File: config.mk
export PLATFORM = sky130hd
export DESIGN_NAME = multicycle_control_unit
export DESIGN_NICKNAME = d
export VERILOG_FILES = /design/src/rtl/multicycle_control_unit_pkg.sv /design/src/rtl/multicycle_control_unit_opcode_decode.sv /design/src/rtl/multicycle_control_unit.sv
export SDC_FILE = /design/constraint.sdc
export NUM_CORES = 1
export LEC_CHECK = 0
export BUFFER_PORTS_ARGS = -buffer_cell sky130_fd_sc_hd__buf_2
export CORE_MARGIN = 5
export CORE_UTILIZATION = 55
export CTS_BUF_LIST = sky130_fd_sc_hd__clkbuf_4
export DETAILED_ROUTE_END_ITERATION = 16
export PLACE_DENSITY_LB_ADDON = 0.08
export SETUP_SLACK_MARGIN = 0.05
export SLEW_MARGIN = 5
export SYNTH_ARGS = -nofsm -noshare
export SYNTH_HDL_FRONTEND = slang
export SYNTH_SLANG_ARGS = --single-unit
export TNS_END_PERCENT = 50
File: constraint.sdc
create_clock -name clk -period 1.84 [get_ports clk]
set_input_delay 0.184 -clock clk [delete_from_list [all_inputs] [get_ports clk]]
set_output_delay 0.184 -clock clk [all_outputs]
set_load 0.01 [all_outputs]
File: src/rtl/multicycle_control_unit_pkg.sv
// Shared definitions for the REDUX-V multi-cycle control unit.
//   - FSM state encoding and state width
//   - bit positions inside the datapath control vector
//   - opcode constants (opcode 15 is unassigned and decodes as illegal)
//   - instruction class and the latched control-word struct
package multicycle_control_unit_pkg;

   localparam int STATE_W = 3;

   // Codes 5..7 are never entered; the FSM sends them back to FETCH.
   typedef enum logic [STATE_W-1:0] {
      S_FETCH  = 3'd0,
      S_DECODE = 3'd1,
      S_EXEC   = 3'd2,
      S_MEM    = 3'd3,
      S_WB     = 3'd4
   } state_t;

   // Control vector bit positions. SPR is the highest index, so the
   // vector is SIG_SPR+1 bits wide.
   localparam int SIG_BR  = 0;  // branch target select
   localparam int SIG_RA  = 1;  // ULA operand B taken from register A
   localparam int SIG_J   = 2;  // jump target select
   localparam int SIG_RE  = 3;  // register file write enable
   localparam int SIG_DM  = 4;  // write-back source is data memory
   localparam int SIG_WE  = 5;  // data memory write enable
   localparam int SIG_SE  = 6;  // sign-extended immediate operand
   localparam int SIG_RD  = 7;  // destination register from rd field
   localparam int SIG_SP  = 8;  // memory address from stack pointer
   localparam int SIG_SPR = 9;  // stack pointer update
   localparam int SIG_W   = SIG_SPR + 1;

   localparam logic [SIG_W-1:0] SIG_ONE = SIG_W'(1);

   // Bits each phase is allowed to drive from the latched control word.
   localparam logic [SIG_W-1:0] EXEC_MASK =
      (SIG_ONE << SIG_BR) | (SIG_ONE << SIG_J)  | (SIG_ONE << SIG_SE) |
      (SIG_ONE << SIG_RA) | (SIG_ONE << SIG_RD) | (SIG_ONE << SIG_SP) |
      (SIG_ONE << SIG_SPR);
   localparam logic [SIG_W-1:0] MEM_MASK =
      (SIG_ONE << SIG_DM) | (SIG_ONE << SIG_SP) | (SIG_ONE << SIG_SPR) |
      (SIG_ONE << SIG_WE);
   localparam logic [SIG_W-1:0] WB_MASK =
      (SIG_ONE << SIG_RE) | (SIG_ONE << SIG_RD) | (SIG_ONE << SIG_DM);

   // Opcodes. ALU opcodes carry the ULA operation in their low bits.
   localparam int OPC_ADD  = 0;
   localparam int OPC_SUB  = 1;
   localparam int OPC_AND  = 2;
   localparam int OPC_OR   = 3;
   localparam int OPC_XOR  = 4;
   localparam int OPC_SLT  = 5;
   localparam int OPC_ADDI = 6;
   localparam int OPC_MOV  = 7;
   localparam int OPC_LD   = 8;
   localparam int OPC_ST   = 9;
   localparam int OPC_PUSH = 10;
   localparam int OPC_POP  = 11;
   localparam int OPC_BRZR = 12;
   localparam int OPC_JI   = 13;
   localparam int OPC_NOP  = 14;

   typedef enum logic [2:0] {
      CLS_NOP    = 3'd0,
      CLS_ALU    = 3'd1,
      CLS_BRANCH = 3'd2,
      CLS_JUMP   = 3'd3,
      CLS_LOAD   = 3'd4,
      CLS_STORE  = 3'd5
   } op_class_t;

   typedef struct packed {
      logic [SIG_W-1:0] sig;
      op_class_t        cls;
   } ctrl_t;

   function automatic logic [SIG_W-1:0] sig_bit(input int idx);
      return SIG_ONE << idx;
   endfunction

endpackage

File: src/rtl/multicycle_control_unit_opcode_decode.sv
// Combinational opcode decoder for REDUX-V.
// Ports:
//   op      in   OP     opcode
//   signals out  SIG_W  full control word (every bit the instruction uses)
//   cls     out  class  instruction class, drives the FSM sequencing
//   legal   out  1      0 for opcodes without a table entry
// Undecodable opcodes return an all-zero word and class NOP.
module multicycle_control_unit_opcode_decode
   import multicycle_control_unit_pkg::*;
#(
   parameter int OP = 4
) (
   input  logic [OP-1:0]    op,
   output logic [SIG_W-1:0] signals,
   output op_class_t        cls,
   output logic             legal
);

   always_comb begin
      signals = '0;
      cls     = CLS_NOP;
      legal   = 1'b1;
      case (op)
         OP'(OPC_ADD), OP'(OPC_SUB), OP'(OPC_AND),
         OP'(OPC_OR),  OP'(OPC_XOR), OP'(OPC_SLT): begin
            signals = sig_bit(SIG_RA) | sig_bit(SIG_RD) | sig_bit(SIG_RE);
            cls     = CLS_ALU;
         end
         OP'(OPC_ADDI): begin
            signals = sig_bit(SIG_SE) | sig_bit(SIG_RD) | sig_bit(SIG_RE);
            cls     = CLS_ALU;
         end
         OP'(OPC_MOV): begin
            signals = sig_bit(SIG_RA) | sig_bit(SIG_RD) | sig_bit(SIG_RE);
            cls     = CLS_ALU;
         end
         OP'(OPC_LD): begin
            signals = sig_bit(SIG_SE) | sig_bit(SIG_DM) | sig_bit(SIG_RD) |
                      sig_bit(SIG_RE);
            cls     = CLS_LOAD;
         end
         OP'(OPC_ST): begin
            signals = sig_bit(SIG_SE) | sig_bit(SIG_WE);
            cls     = CLS_STORE;
         end
         OP'(OPC_PUSH): begin
            signals = sig_bit(SIG_SP) | sig_bit(SIG_SPR) | sig_bit(SIG_WE);
            cls     = CLS_STORE;
         end
         OP'(OPC_POP): begin
            signals = sig_bit(SIG_SP) | sig_bit(SIG_SPR) | sig_bit(SIG_DM) |
                      sig_bit(SIG_RD) | sig_bit(SIG_RE);
            cls     = CLS_LOAD;
         end
         OP'(OPC_BRZR): begin
            signals = sig_bit(SIG_BR) | sig_bit(SIG_SE);
            cls     = CLS_BRANCH;
         end
         OP'(OPC_JI): begin
            signals = sig_bit(SIG_J) | sig_bit(SIG_SE);
            cls     = CLS_JUMP;
         end
         OP'(OPC_NOP): begin
            cls = CLS_NOP;
         end
         default: begin
            legal = 1'b0;
         end
      endcase
   end

endmodule

File: src/rtl/multicycle_control_unit.sv
// Multi-cycle sequencing control unit for the REDUX-V datapath.
// Runs FETCH -> DECODE -> EXEC -> (MEM) -> (WB) and gates each bit of the
// latched control word to the phase in which the datapath may use it.
// Ports:
//   clk, rst   clock and synchronous active-high reset
//   op         opcode from the instruction register (valid from DECODE)
//   zero       register-A-is-zero flag for BRZR
//   mem_ready  memory port handshake
//   signals    per-phase datapath control vector
//   ula_op     ULA operation, latched in DECODE
//   mem_req    memory request (FETCH and MEM)
//   ir_we      instruction register load strobe
//   pc_we      program counter update strobe
//   state      current FSM state (debug)
//   illegal    one-cycle pulse in DECODE for an undecodable opcode
//   retired    wrapping count of completed instructions
// Handshake: a request is issued by holding mem_req=1; it completes in the
// cycle where mem_req=1 and mem_ready=1, and the FSM advances on that edge.
// mem_ready is ignored whenever mem_req=0.
// While rst is high every strobe and the control vector are forced low, so
// an instruction aborted by reset never writes or retires.
module multicycle_control_unit
   import multicycle_control_unit_pkg::*;
#(
   parameter int OP     = 4,
   parameter int ULA_OP = 3,
   parameter int CNT_W  = 16
) (
   input  logic               clk,
   input  logic               rst,
   input  logic [OP-1:0]      op,
   input  logic               zero,
   input  logic               mem_ready,
   output logic [SIG_W-1:0]   signals,
   output logic [ULA_OP-1:0]  ula_op,
   output logic               mem_req,
   output logic               ir_we,
   output logic               pc_we,
   output logic [STATE_W-1:0] state,
   output logic               illegal,
   output logic [CNT_W-1:0]   retired
);

   state_t              state_q;
   state_t              state_d;
   ctrl_t               ctrl_q;
   logic [ULA_OP-1:0]   ula_q;
   logic [CNT_W-1:0]    retired_q;
   logic                retire;

   logic [SIG_W-1:0]    dec_sig;
   op_class_t           dec_cls;
   logic                dec_legal;

   multicycle_control_unit_opcode_decode #(
      .OP(OP)
   ) u_decode (
      .op      (op),
      .signals (dec_sig),
      .cls     (dec_cls),
      .legal   (dec_legal)
   );

   always_ff @(posedge clk) begin
      if (rst) begin
         state_q    <= S_FETCH;
         ctrl_q     <= '0;
         ula_q      <= '0;
         retired_q  <= '0;
      end else begin
         state_q <= state_d;
         if (state_q == S_DECODE) begin
            // An illegal opcode is carried through as a NOP.
            ctrl_q.sig <= dec_legal ? dec_sig : '0;
            ctrl_q.cls <= dec_legal ? dec_cls : CLS_NOP;
            ula_q      <= op[ULA_OP-1:0];
         end
         if (retire) begin
            retired_q <= retired_q + CNT_W'(1);
         end
      end
   end

   always_comb begin
      state_d = state_q;
      signals = '0;
      mem_req = 1'b0;
      ir_we   = 1'b0;
      pc_we   = 1'b0;
      illegal = 1'b0;
      retire  = 1'b0;
      case (state_q)
         S_FETCH: begin
            mem_req = 1'b1;
            if (mem_ready) begin
               ir_we   = 1'b1;
               pc_we   = 1'b1;
               state_d = S_DECODE;
            end
         end
         S_DECODE: begin
            illegal = ~dec_legal;
            state_d = S_EXEC;
         end
         S_EXEC: begin
            signals = ctrl_q.sig & EXEC_MASK;
            case (ctrl_q.cls)
               CLS_BRANCH: begin
                  pc_we   = zero;
                  retire  = 1'b1;
                  state_d = S_FETCH;
               end
               CLS_JUMP: begin
                  pc_we   = 1'b1;
                  retire  = 1'b1;
                  state_d = S_FETCH;
               end
               CLS_LOAD, CLS_STORE: begin
                  state_d = S_MEM;
               end
               CLS_ALU: begin
                  state_d = S_WB;
               end
               default: begin
                  retire  = 1'b1;
                  state_d = S_FETCH;
               end
            endcase
         end
         S_MEM: begin
            // WE stays up for the whole access; the write lands on the
            // mem_ready cycle.
            mem_req = 1'b1;
            signals = ctrl_q.sig & MEM_MASK;
            if (mem_ready) begin
               if (ctrl_q.cls == CLS_STORE) begin
                  retire  = 1'b1;
                  state_d = S_FETCH;
               end else begin
                  state_d = S_WB;
               end
            end
         end
         S_WB: begin
            signals = ctrl_q.sig & WB_MASK;
            retire  = 1'b1;
            state_d = S_FETCH;
         end
         default: begin
            state_d = S_FETCH;
         end
      endcase
      if (rst) begin
         signals = '0;
         mem_req = 1'b0;
         ir_we   = 1'b0;
         pc_we   = 1'b0;
         illegal = 1'b0;
         retire  = 1'b0;
      end
   end

   assign state   = state_q;
   assign ula_op  = ula_q;
   assign retired = retired_q;

endmodule

==> flow_metrics.py <==
metrics = {
    "routing": {
        "num_vias": 1707,
        "drcViolationCount": 0,
        "routed_via_density": 5.44,
        "drt_pass1_iterations": 4,
        "postRouteAntennaNets": 0,
        "wirelength_mm": 4.05,
        "wl_per_cell_um": 12.9,
        "initialDrtViolationCount": 186,
    },
    "yosys": {
        "synth_seq_cells": 33,
        "syn_area_per_cell_um2": 7.91,
        "synthArstFlopShare_pct": 0,
        "synth_edf_count": 0,
        "synth_cell_types": 44,
        "ys_warn_count": 0,
        "yosys.area.top_type": "dfxtp_1",
        "synth_top_cell_area_share_pct": 36.6,
        "synth_cells": 228,
        "yosysSeqAreaShare_pct": 36.6,
        "yosys-top-cells-area": "dfxtp_1, a21oi_1, nor2_1",
        "syn_nets": 237,
        "synth_flop_cell": "dfxtp_1",
        "synth_area_um2": 1800,
    },
    "setup_path": {
        "rr_worst_depth": 5,
        "r2r_end": "retired[6]",
        "r2r_setup_slack_ns": 0.10,
        "critPathCapture": "signals[4]",
        "regToRegStartpoint": "state[1]",
        "worstSetupStartpoint": "state[1]",
        "critPathLaunchType": "register",
        "cp_max_fo": 2,
        "critical_path.endpoint_type": "output port",
        "critPathArrivalTime_ns": 1.60,
        "crit_type": "reg2out",
        "cp.required_ns": 1.66,
    },
    "finish": {
        "drive_gt1_share_pct": 28.5,
        "design_area_um2": 2160,
        "final-seq-area_um2": 669,
        "antennaDiodeCount": 0,
        "fillers": 291,
        "final_common_cell": "buf_2",
        "synthToLayoutAreaGrowth_pct": 19.8,
        "final_cell_mix": "buf_2, dfxtp_1, nor2_1",
        "multi_input_area_um2": 1100,
        "nets": 279,
    },
    "grt": {
        "grt.total_usage_pct": 19.2,
        "antenna_found_initial": 0,
        "grt_max_degree": 47,
        "grt_overflow": 0,
        "grt_pass1_vias": 1516,
        "grt_pass1_wl_mm": 6.76,
    },
    "place": {
        "placedInstanceArea_um2": 2030,
        "portBuffers": 43,
        "dpl.hpwl_mm": 2.84,
        "gp_congestion": 0.793,
    },
    "die": {
        "fp.dieArea_um2": 4520,
        "start_util_pct": 58.1,
        "io_pins": 44,
        "die_h_um": 67.3,
        "fp.coreArea_um2": 3100,
        "die_x_um": 67.3,
        "rows": 20,
    },
    "cts": {
        "clk_path_buf_depth": 2,
        "path_clk_slew_ns": 0.10,
        "h-tree-depth": 2,
        "cts_tree": "done",
        "cts_sinks": 33,
        "numCtsBuffers": 5,
        "cts-root-buf": "clkbuf_4",
        "clk_latency_ns": 0.33,
        "hold_buffers": 0,
    },
    "pwr": {
        "internal-power_uw": 963,
        "p_leak_uw": 0.000958,
        "power_switching_uw": 376,
        "seq_power_share_pct": 56.5,
        "clkPwrFrac_pct": 29.2,
        "finalPower_uw": 1340,
        "comb_power_share_pct": 14.3,
        "p_sw_share_pct": 28.0,
        "ir_drop_mv": 0.432,
        "power_density_nw_per_um2": 620,
    },
    "timing": {
        "rsz0062_at_grt": "yes",
        "min_period_over_period_pct": 96.8,
        "relSlewSlack_pct": 69.5,
        "fin_worst_skew_ns": 0.00628,
        "maxSlewViolCount": 0,
        "setup_violations": 0,
        "fmax_ghz": 0.561,
        "fin_crit_ns": 1.78,
        "finalHoldViolCount": 0,
        "worst_slew_pin_slew_ns": 0.455,
    },
    "worst_hold_path": {
        "min_path_type": "in2reg",
    },
    "flow_run": {
        "cap_violations": 0,
    },
    "outcome": {
        "status": "finished, final reports clean",
    },
}
## routing by layer
layer | track usage [%] | share of wire [%] | vias to the layer above
li1 | - | - | 881
met3 | 4.33 | 6.2 | 6
met2 | 27.9 | 42 | 53
met5 | 0 | 0 | -
met4 | 7.85 | 1.7 | 0
met1 | 27.3 | 50 | 767
## kinds of logic (layout without fill, tap and decap cells)
group | after synthesis | after routing | synth area share [%]
buffers and inverters | 18 | 60 | 4.65
adder cells (fa/ha/maj) | 1 | 1 | 0.694
XOR/XNOR | 3 | 3 | 1.46
AO/OA/AOI/OAI | 44 | 44 | 14.4
flip-flops | 33 | 33 | 36.6
multiplexers | 14 | 14 | 8.74
AND/OR/NAND/NOR | 115 | 115 | 33.5
## timing repair
item	CTS	global route
pin swaps	0	3
gates resized for setup	9	7
setup buffers	3	0
endpoints found under the setup margin	7	13
endpoints found under the hold margin	0	0
## Yosys cell counts, types with 2 or more instances
master    instances
a211oi_1          2
a21oi_1          25
and2_1            4
and3_1            8
and4_1            2
buf_1             2
buf_2             4
clkbuf_1          8
dfxtp_1          33
inv_1             2
mux2_1            7
mux2_2            7
nand2_1          21
nand2b_1          3
nand3_1           9
nand4_1           5
nor2_1           28
nor2b_1          16
nor3_1            5
nor3b_1           4
nor4_1            2
o211ai_1          2
o21ai_0           7
xor2_1            2
## power by group through the flow
stage          Sequential (uW)  Combinational (uW)  Clock [uW]
2_1_floorplan              770                 126           0
5_1_grt                    759                 216         434
6_report                   756                 192         391
4_1_cts                    756                 185         398
3_3_place_gp               773                 175           0
3_5_place_dp               774                 175           0
## how the worst min path moves through the flow
stage                           end  startpoint  slack (ns)  cells past startpoint
after floorplan            state[0]   mem_ready        0.30                      1
after global placement    ctrl_q[9]   ctrl_q[9]        0.44                      2
after detailed placement  ctrl_q[9]   ctrl_q[9]        0.44                      2
after CTS                  state[1]   mem_ready         0.1                      2
after global routing       state[1]   mem_ready        0.10                      2
final                      state[1]   mem_ready        0.11                      2
## registers in the layout, indices dropped and copies added, names as in the netlist
| signal | count |
|---|---|
| ula_op | 3 |
| state | 3 |
| retired | 16 |
| ctrl_q | 11 |
## cell type report
cell class	instances	share of cell area [%]
Sequential cell	33	31.0
Multi-Input combinational cell	177	50.9
Tap cell	44	2.55
Timing Repair Buffer	51	12.9
Clock buffer	6	2.09
Inverter	2	0.348
Clock inverter	1	0.174
## critical path, stage by stage, from the launching register on
cell	delay [ns]
dfxtp_4	0.36
buf_6	0.11
or2b_1	0.23
mux2_4	0.28
nor3b_2	0.14
buf_2	0.14
## through the flow
stage / setup TNS [ns] / setup slack, ns / instances / utilization (%) / hold slack (ns)
floorplan: 0 / 0.189 / 228 / - / 0.299
global route: -0.0229 / -0.0229 / 314 / 69.6 / 0.105
CTS: 0 / 0.0566 / 314 / 68.7 / 0.0993
finish: 0 / 0.0585 / 314 / 69.6 / 0.108
detailed placement: 0 / 0.134 / 304 / 65.6 / 0.440
global placement: 0 / 0.145 / 304 / 65.6 / 0.438
Power figures use the tool's default switching activity.
